[src/rtl/instruction_fetch_unit_if.sv]
// Fetch-unit bus bundle: memory byte-read port, decoder handshake and control inputs.
// The master modport is the fetch unit side; slave is the memory/decoder environment.
interface instruction_fetch_unit_if #(
  parameter int ADDR_W = 16
);
  logic              run;
  logic              redirect;
  logic [ADDR_W-1:0] redirect_addr;
  logic              mem_req;
  logic [ADDR_W-1:0] mem_addr;
  logic              mem_ack;
  logic [7:0]        mem_data;
  logic [15:0]       instr;
  logic [ADDR_W-1:0] instr_pc;
  logic              instr_valid;
  logic              instr_ready;
  logic [ADDR_W-1:0] pc;

  modport master (
    input  run, redirect, redirect_addr, mem_ack, mem_data, instr_ready,
    output mem_req, mem_addr, instr, instr_pc, instr_valid, pc
  );

  modport slave (
    output run, redirect, redirect_addr, mem_ack, mem_data, instr_ready,
    input  mem_req, mem_addr, instr, instr_pc, instr_valid, pc
  );
endinterface

[src/rtl/instruction_fetch_unit.sv]
// Fetches 16-bit little-endian instructions as two byte reads and hands them to the
// decoder over a valid/ready handshake; owns the PC and supports branch redirect.
//
// state    | meaning
// IDLE     | stopped, no memory request
// FETCH_LO | requesting low byte at PC
// FETCH_HI | requesting high byte at PC
// HOLD     | instruction valid, waiting for decoder accept
module instruction_fetch_unit #(
  parameter int                ADDR_W   = 16,
  parameter logic [ADDR_W-1:0] RESET_PC = '0
) (
  input  logic                      clk_i,
  input  logic                      rst_i,
  instruction_fetch_unit_if.master  bus
);

  typedef enum logic [1:0] {
    IDLE     = 2'd0,
    FETCH_LO = 2'd1,
    FETCH_HI = 2'd2,
    HOLD     = 2'd3
  } state_e;

  state_e            state_q;
  logic [ADDR_W-1:0] pc_q;
  logic [ADDR_W-1:0] instr_pc_q;
  logic [15:0]       instr_q;
  logic              mem_req_q;
  logic              instr_valid_q;

  always_ff @(posedge clk_i or posedge rst_i) begin
    if (rst_i) begin
      state_q       <= IDLE;
      pc_q          <= RESET_PC;
      instr_pc_q    <= '0;
      instr_q       <= '0;
      mem_req_q     <= 1'b0;
      instr_valid_q <= 1'b0;
    end else if (bus.redirect) begin
      // Redirect wins over everything, including a same-cycle ack or accept.
      pc_q          <= bus.redirect_addr;
      instr_valid_q <= 1'b0;
      mem_req_q     <= bus.run;
      state_q       <= bus.run ? FETCH_LO : IDLE;
    end else begin
      unique case (state_q)
        IDLE: begin
          if (bus.run) begin
            state_q   <= FETCH_LO;
            mem_req_q <= 1'b1;
          end
        end
        FETCH_LO: begin
          if (bus.mem_ack) begin
            instr_q[7:0] <= bus.mem_data;
            instr_pc_q   <= pc_q;
            pc_q         <= pc_q + ADDR_W'(1);
            state_q      <= FETCH_HI;
          end
        end
        FETCH_HI: begin
          if (bus.mem_ack) begin
            instr_q[15:8] <= bus.mem_data;
            pc_q          <= pc_q + ADDR_W'(1);
            state_q       <= HOLD;
            mem_req_q     <= 1'b0;
            instr_valid_q <= 1'b1;
          end
        end
        HOLD: begin
          if (bus.instr_ready) begin
            instr_valid_q <= 1'b0;
            mem_req_q     <= bus.run;
            state_q       <= bus.run ? FETCH_LO : IDLE;
          end
        end
        default: state_q <= IDLE;
      endcase
    end
  end

  assign bus.mem_req     = mem_req_q;
  assign bus.mem_addr    = pc_q;
  assign bus.pc          = pc_q;
  assign bus.instr       = instr_q;
  assign bus.instr_pc    = instr_pc_q;
  assign bus.instr_valid = instr_valid_q;

endmodule
[src/flat_wrapper.sv]
// flat-port wrapper written by rule: the top's interface ports become plain ports
module instruction_fetch_unit_flat 
#(
  parameter int                ADDR_W   = 16,
  parameter logic [ADDR_W-1:0] RESET_PC = '0
)
  (clk_i, rst_i, bus_run, bus_redirect, bus_redirect_addr, bus_mem_ack, bus_mem_data, bus_instr_ready, bus_mem_req, bus_mem_addr, bus_instr, bus_instr_pc, bus_instr_valid, bus_pc);
  instruction_fetch_unit_if #(.ADDR_W(ADDR_W)) bus_i ();
  input  logic clk_i;
  input  logic rst_i;
  input wire logic [$bits(bus_i.run)-1:0] bus_run;
  input wire logic [$bits(bus_i.redirect)-1:0] bus_redirect;
  input wire logic [$bits(bus_i.redirect_addr)-1:0] bus_redirect_addr;
  input wire logic [$bits(bus_i.mem_ack)-1:0] bus_mem_ack;
  input wire logic [$bits(bus_i.mem_data)-1:0] bus_mem_data;
  input wire logic [$bits(bus_i.instr_ready)-1:0] bus_instr_ready;
  output wire logic [$bits(bus_i.mem_req)-1:0] bus_mem_req;
  output wire logic [$bits(bus_i.mem_addr)-1:0] bus_mem_addr;
  output wire logic [$bits(bus_i.instr)-1:0] bus_instr;
  output wire logic [$bits(bus_i.instr_pc)-1:0] bus_instr_pc;
  output wire logic [$bits(bus_i.instr_valid)-1:0] bus_instr_valid;
  output wire logic [$bits(bus_i.pc)-1:0] bus_pc;
  assign bus_i.run = bus_run;
  assign bus_i.redirect = bus_redirect;
  assign bus_i.redirect_addr = bus_redirect_addr;
  assign bus_i.mem_ack = bus_mem_ack;
  assign bus_i.mem_data = bus_mem_data;
  assign bus_i.instr_ready = bus_instr_ready;
  assign bus_mem_req = bus_i.mem_req;
  assign bus_mem_addr = bus_i.mem_addr;
  assign bus_instr = bus_i.instr;
  assign bus_instr_pc = bus_i.instr_pc;
  assign bus_instr_valid = bus_i.instr_valid;
  assign bus_pc = bus_i.pc;
  instruction_fetch_unit #(.ADDR_W(ADDR_W), .RESET_PC(RESET_PC)) u_core (.clk_i(clk_i), .rst_i(rst_i), .bus(bus_i));
endmodule
[config.mk]
export PLATFORM = sky130hd
export DESIGN_NAME = instruction_fetch_unit_flat
export DESIGN_NICKNAME = d
export VERILOG_FILES = /design/src/rtl/instruction_fetch_unit_if.sv /design/src/rtl/instruction_fetch_unit.sv /design/src/flat_wrapper.sv
export SDC_FILE = /design/constraint.sdc
export NUM_CORES = 1
export LEC_CHECK = 0
export CORE_MARGIN = 1.5
export CORE_UTILIZATION = 35
export CTS_CLUSTER_DIAMETER = 80
export DETAILED_ROUTE_END_ITERATION = 8
export GPL_TIMING_DRIVEN = 0
export PLACE_DENSITY = 0.66
export SYNTH_ARGS = -nofsm -noshare
export SYNTH_HDL_FRONTEND = slang
export SYNTH_SLANG_ARGS = --single-unit
export TNS_END_PERCENT = 30
[constraint.sdc]
create_clock -name clk_i -period 2 [get_ports clk_i]
set_clock_uncertainty 0.2 [all_clocks]
set_input_delay 0.6 -clock clk_i [delete_from_list [all_inputs] [get_ports clk_i]]
set_output_delay 0.6 -clock clk_i [all_outputs]
set_load 0.005 [all_outputs]
==> results by group <==
Floorplanning
  • Die H: 87.60 um
  • # rows: 30
  • Die ar.: 7674 um^2
  • IO Pins: 96
  • Width of the die: slightly below 90 um
  • Core footprint: 6869 um^2
  • Initial Util: 0.3647

GRT
  • First-pass GRT wire length: 9901 um
  • Antenna violations before repair: 0
  • Vias in the first global route: ~2.1k
  • Largest net degree at the start of global routing: 53
  • Total GRT Usage: 0.1678
  • Grt total ovfl: 0

Power
  • Total power: 4.112 mW
  • Static Leak: 1.863 nW
  • Maximum VDD drop: 0.5290 mV
  • Pwr/cell area: ~1100 nW/um^2

Logic synthesis
  • Post-Syn Instances: 222
  • Synth Warn #: 0
  • Synth unique cells: 36
  • Syn_area_per_cell: 11.28 um^2
  • Syn nets: 257
  • Sequential area share after synthesis: 0.5195
  • Synth Register Bits: 52
  • Synthesized cell area: 2505 um^2

Layout
  • Commonest non-fill, non-tap cell in the layout: clkdlybuf4s50_1
  • Diode count: 0
  • Most frequent cells in the layout: 45 x clkdlybuf4s50_1, 44 x buf_4, 39 x dfrtp_1
  • Finished Core Util: 0.5668
  • Fraction of layout instances using a drive strength above 1: 0.3207
  • Final non-filler cell total: 439
  • Area delta synth->final: 55.44%
  • Post-layout nets: 378

Worst setup path
  • R2r startpoint: u_core.state_q[0]$_DFFE_PP0P_
  • Critical path's top delay family: buffers and inverters
  • CP arrival: 1.94 ns
  • Worst Path Buf+Inv: 2
  • Worst Reg-to-Reg Cells: 6
  • CP cell instances: clkdlybuf4s50_1 > nor2b_1 > nand2_2 > buf_4 > mux2_2
  • R2r setup slk: 0.12 ns
  • CP endpoint kind: flip-flop
  • Worst-path maximum fanout: 10
  • R2R Path End: u_core.bus.mem_addr[13]$_DFFE_PP0P_
  • Worst path max stage delay: 0.57 ns
  • Worst setup SP type: input port
  • Slowest CP cell: clkdlybuf4s50_1
  • Worst setup path category: in2reg
  • WP data required: 1.98 ns

Worst hold path
  • Hold WC Path Type: reg2reg
  • Hold depth: 2
  • Hold Path Origin: u_core.bus.instr_pc[11]$_DFFE_PP0P_
  • Hold endpoint: u_core.bus.instr_pc[11]$_DFFE_PP0P_

Timing
  • FMAX: slightly above 500 MHz
  • Setup TNS: 0 ns
  • Final Hold Fails: 0
  • Max Transition Viols Final: 0
  • Shortest period the worst path allows: about 2 ns
  • Final setup violation count: 0
  • Worst rel slew slack: 0.2516
  • RSZ-0062 raised after global routing: true
  • WHS: 0.2826 ns
  • Measured slew at the worst slew-check pin: 1.120 ns
  • Final period util: 0.9783

Drt
  • WL final: 6199 um
  • Top layer in use: met4
  • # DRC: 0
  • DR WL met3: 420 um
  • DRT Pass-1 Iters: 4
  • Initial DRC count: 128
  • Via density per instance: 4.718
  • DR vias: 2071
  • M1 WL: 2937 um
  • Avg WL per Cell: 14.12 um
  • Post-route ant nets: 0
  • DR WL met2: 2773 um

Place
  • Placed insts: 413
  • Gp weighted congestion: between 0.7 and 0.8
  • Port Buffers: 95
  • DP HPWL: 4255 um

Clocking
  • Max clock buf depth: 2
  • Clk slew on worst S/H paths: 0.09 ns
  • CTS Buf Count: 5
  • Hold_buf cts: 0
  • # H-tree levels: 2
  • Clock sink total: 52
  • Worst skew pair latency: 0.30 ns
  • TritonCTS clock tree: done
  • CTS root buf: clkbuf_8

Status
  • Outcome: finished, final reports clean

Job
  • Maxcap violations: 0
## worst reg2reg max path: cells and delay by family, from the launching register on
kind            cells  cell delay, ns
flops               1            0.37
buf+inv             1            0.10
simple gates        3            0.54
compound gates      1            0.25
fa+ha+maj           1            0.31
## synth_stat cells
cell type | instances | area (um^2)
a31oi_1 | 3 | 18.77
nand2_1 | 23 | 86.33
mux2i_1 | 2 | 20.02
xor2_1 | 5 | 43.79
nand4_1 | 4 | 25.02
o32a_1 | 1 | 10.01
a221o_1 | 2 | 20.02
clkbuf_1 | 4 | 15.01
a41oi_1 | 1 | 8.760
o21a_1 | 2 | 15.01
nor3b_1 | 1 | 7.510
dfrtp_1 | 52 | 1301
a311oi_1 | 1 | 8.760
nand3_2 | 2 | 20.02
and4_1 | 2 | 17.52
ha_1 | 5 | 62.56
inv_1 | 6 | 22.52
nor4_1 | 6 | 37.54
or4_1 | 1 | 7.510
nor2_1 | 6 | 22.52
buf_4 | 16 | 120.1
nand2b_1 | 4 | 25.02
o31ai_1 | 1 | 7.510
nand4_2 | 1 | 12.51
or3_1 | 1 | 6.260
mux2_2 | 30 | 337.8
nand2_2 | 1 | 6.260
o21ai_1 | 2 | 10.01
nand3_1 | 4 | 20.02
o21ai_0 | 16 | 80.08
xnor2_1 | 5 | 43.79
buf_2 | 2 | 10.01
nor3_1 | 5 | 25.02
nor2b_1 | 2 | 12.51
a21o_1 | 1 | 7.510
a21oi_1 | 2 | 10.01
## cell type report
type | instances | area (um^2)
clock buffers | 5 | 68.82
repair buffers | 114 | 1096
inverters | 6 | 26.28
fillers | 644 | 2975
plain buffers | 22 | 157.7
flip-flops and latches | 52 | 1318
well taps | 96 | 120.1
clock inverters | 2 | 12.51
multi-input cells | 142 | 1095
## layer usage
metal  up-vias  GRT usage
met4         0    0.04906
li1       1015          -
met1       974     0.2168
met5         -          0
met3         7    0.04053
met2        75     0.2804
## through the flow
step	instance area, um^2	worst slack (ns)
CTS	3802	0.0003458
global placement	3580	-0.5793
floorplan	2509	0.05056
detailed placement	3580	-0.5785
finish	3894	0.04340
global route	3894	-0.01480
## repair_timing
item                                    in CTS  in global routing
gates resized for setup                     53                 26
pin swaps                                    1                  2
buffers inserted                            18                  1
endpoints found under the setup margin      74                 47
## power breakdown
part	leakage, nW	internal (mW)	switching (mW)
clock network	0.0400	0.238	0.336
registers	0.615	1.45	0.191
logic	1.21	1.21	0.691
## sequential cells by signal, summed over array words and instances, names as in the netlist
register / flops
u_core.bus.mem_addr: 16
u_core.bus.instr: 16
u_core.state_q: 2
u_core.bus.instr_pc: 16
u_core.bus.instr_valid: 1
u_core.bus.mem_req: 1
## worst max-delay path by stage
stage | slack, ns | end | depth (start not counted) | from
detailed placement | -0.58 | u_core.bus.instr_pc[0]$_DFFE_PP0P_ | 5 | bus_mem_ack
finish | 0.04 | u_core.bus.instr[3]$_DFFE_PP0P_ | 5 | bus_redirect
global placement | -0.58 | u_core.bus.mem_addr[13]$_DFFE_PP0P_ | 5 | bus_mem_ack
CTS | 0.0003 | bus_mem_addr[9] | 1 | u_core.bus.mem_addr[9]$_DFFE_PP0P_
global route | -0.01 | u_core.bus.instr[3]$_DFFE_PP0P_ | 5 | bus_redirect
floorplan | 0.05 | u_core.bus.mem_addr[13]$_DFFE_PP0P_ | 6 | u_core.state_q[1]$_DFFE_PP0P_
## cells by family after synthesis
| group | Yosys count | share of synthesized area |
|---|---|---|
| compound gates | 32 | 0.07843 |
| simple gates | 63 | 0.1324 |
| flops | 52 | 0.5195 |
| fa+ha+maj | 5 | 0.02498 |
| buf+inv | 28 | 0.06693 |
| xor+xnor | 10 | 0.03496 |
| mux | 32 | 0.1429 |
Power figures use the tool's default switching activity.
==> edit (config.mk and constraints unchanged) <==
`ADDR_W` is set to 16 in 3 places; all go to 17.
--- a/src/rtl/instruction_fetch_unit_if.sv
+++ b/src/rtl/instruction_fetch_unit_if.sv
@@ -2,5 +2,5 @@
 // The master modport is the fetch unit side; slave is the memory/decoder environment.
 interface instruction_fetch_unit_if #(
-  parameter int ADDR_W = 16
+  parameter int ADDR_W = 17
 );
   logic              run;
--- a/src/rtl/instruction_fetch_unit.sv
+++ b/src/rtl/instruction_fetch_unit.sv
@@ -8,5 +8,5 @@
 // HOLD     | instruction valid, waiting for decoder accept
 module instruction_fetch_unit #(
-  parameter int                ADDR_W   = 16,
+  parameter int                ADDR_W   = 17,
   parameter logic [ADDR_W-1:0] RESET_PC = '0
 ) (
--- a/src/flat_wrapper.sv
+++ b/src/flat_wrapper.sv
@@ -2,5 +2,5 @@
 module instruction_fetch_unit_flat 
 #(
-  parameter int                ADDR_W   = 16,
+  parameter int                ADDR_W   = 17,
   parameter logic [ADDR_W-1:0] RESET_PC = '0
 )
Ports: changed (resized bus_instr_pc, bus_mem_addr, bus_pc and bus_redirect_addr); port bits go from 96 to 100. The function was not compared with the original's and may differ.
==> edit against the unedited design <==
- the run now ends with setup timing left
- synthesized area grew 4.9%
- wire length grew 14%
- combinational power grew 4%
- final area grew 7.6%
- sequential cell count grew 2
- first-iteration DRC count shrank 32%
- final cell count grew 5.7%
- synthesized cell count grew 4.5%
- register-to-register slack lost 0.22 ns
- critical path depth grew 1
- worst setup slack lost 0.15 ns
- fmax shrank 7.0%
- power grew 7.5%
- largest cell class is now buffers
==> edit: results <==
group,metric,value,unit
outcome,status,"complete, but fails checks",
outcome,violations,"setup timing",
grt,antenna_found_initial,0,
placement,portBuffers,99,
yosys,seq_area_frac_synth,51.4,%
job,cap_violations,0,
setup_path,rr_worst_depth,6,
finish,nFillCells,654,
timing,finalSetupViolCount,1,
setup_path,crit_family,"simple AND/OR/NAND/NOR gates",
yosys,synthDistinctLibCells,34,
timing,tightest_slew,1.21,ns
setup_path,worst-path-max-fanout,4,
placement,routabilityCongestion,0.760,
cts,cts_setup_buffers,23,
cts,htreeDepth,2,
drt,dr_wl_met3,423,um
yosys,synth_fp_nets,268,
cts,cts_root_buf,"clkbuf_8",
drt,drt_iter0_markers,87,
grt,grt_pass1_wl,10900,um
cts,cts_resized,58,
setup_path,critPathMaxStageDelay,0.42,ns
finish,layout.cells.non_filler,464,
drt,vias_per_cell,4.90,
power,irDropWorstVdd,0.000602,V
yosys,yosys_warnings,0,
drt,drt_first_pass_iters,4,
drt,wl_met2,3560,um
cts,clk_pin_slew_worst_paths,0.10,ns
placement,dp_cells,430,
setup_path,cp.arrival,2.10,ns
yosys,ys_top_cells_by_area,"dfrtp_1, mux2_2, buf_4",
finish,n_antenna_cell,0,
setup_path,critical_path.slowest_cell,"or3_4",
drt,wl,7090,um
yosys,synth_cells,232,
finish,finalNetCount,400,
cts,cts_made_buffers,5,
hold_path,hold_depth,2,
placement,hpwl,4710,um
timing,setup_ws,-0.103,ns
power,p_int,0.00314,W
drt,routed.top_layer,"met4",
yosys,synthArstFlopShare,100,%
placement,pre_cts_slack,-0.884,ns
yosys,synth.top_cells.by_count,"dfrtp_1, mux2_2, nand2_1, o21ai_0, buf_4",
cts,cts_buffer_depth,2,
finish,layout-drive-gt1-share,35.1,%
hold_path,hold_path_class,"reg2reg",
cts,clk_latency,0.30,ns
power,p_leak,2.09,nW
grt,grt_max_degree,55,
grt,first_global_vias,2144,
drt,drt-met1-wl,3030,um
grt,grtUsageTotal,17.9,%
==> edit: cell types whose count changed after synthesis, moves of 2 or more <==
| cell | unedited run | this run |
|---|---|---|
| buf_6 | 0 | 2 |
| nor4_1 | 6 | 8 |
| o21ai_0 | 16 | 20 |
| nor2_1 | 6 | 4 |
| o31a_1 | 0 | 2 |
| nand4_1 | 4 | 7 |
| a31oi_1 | 3 | 1 |
| nand3_2 | 2 | 0 |
| xnor2_1 | 5 | 9 |
| o21ai_1 | 2 | 0 |
| nand2_1 | 23 | 27 |
| dfrtp_1 | 52 | 54 |
==> edit: cell type report <==
type | instances | area, um^2 | area share (%)
Sequential cell | 54 | 1370 | 32.7
Timing Repair Buffer | 124 | 1190 | 28.4
Multi-Input combinational cell | 148 | 1180 | 28.1
Buffer | 25 | 194 | 4.63
Tap cell | 99 | 124 | 2.96
Clock buffer | 6 | 72.6 | 1.73
Clock inverter | 2 | 37.5 | 0.896
Inverter | 5 | 22.5 | 0.537
Timing Repair inverter | 1 | 5.00 | 0.119
==> edit: worst paths after layout <==
kind	slack, ns	to	from
worst max-delay path	-0.10	u_core.bus.mem_addr[15]	u_core.state_q[0]
worst min-delay path	0.28	u_core.bus.instr_pc[7]	u_core.bus.instr_pc[7]
worst max register to register	-0.10	u_core.bus.mem_addr[15]	u_core.state_q[0]
worst min register to register	0.28	u_core.bus.instr_pc[7]	u_core.bus.instr_pc[7]
max in group asynchronous	0.24	u_core.bus.instr_pc[9]	rst_i
min in group asynchronous	0.62	u_core.bus.mem_addr[11]	rst_i
==> edit: power groups by stage <==
| stage | clock network [W] | logic [W] | registers (W) |
|---|---|---|---|
| floorplan | 0 | 0.000759 | 0.00179 |
| global placement | 0 | 0.00184 | 0.00177 |
| detailed placement | 0 | 0.00187 | 0.00179 |
| CTS | 0.000760 | 0.00204 | 0.00172 |
| global route | 0.000795 | 0.00217 | 0.00176 |
| finish | 0.000741 | 0.00197 | 0.00171 |
==> edit: logic make-up (layout without fill, tap and decap cells) <==
logic type | count (synthesis) | in the layout | share of synthesized area, %
compound gates | 32 | 32 | 7.38
buf+inv | 30 | 163 | 7.33
xor+xnor | 13 | 13 | 4.33
mux | 33 | 33 | 14.0
fa+ha+maj | 5 | 5 | 2.38
flops | 54 | 54 | 51.4
simple gates | 65 | 65 | 13.1
==> edit: stage by stage <==
step,area (um^2),setup TNS [ns],util [%]
final,4190,-0.103,57.8
after global routing,4190,-0.239,57.8
after CTS,4040,-0.162,55.8
after detailed placement,3760,-37.09,51.8
after global placement,3760,-36.31,51.8
after floorplan,2650,-0.120,-
==> edit: per-layer routing <==
layer  vias up  global-route usage [%]
met5         -                       0
met3         7                    3.29
met1      1132                    24.0
met4         0                    4.48
li1       1062                       -
met2        71                    29.9
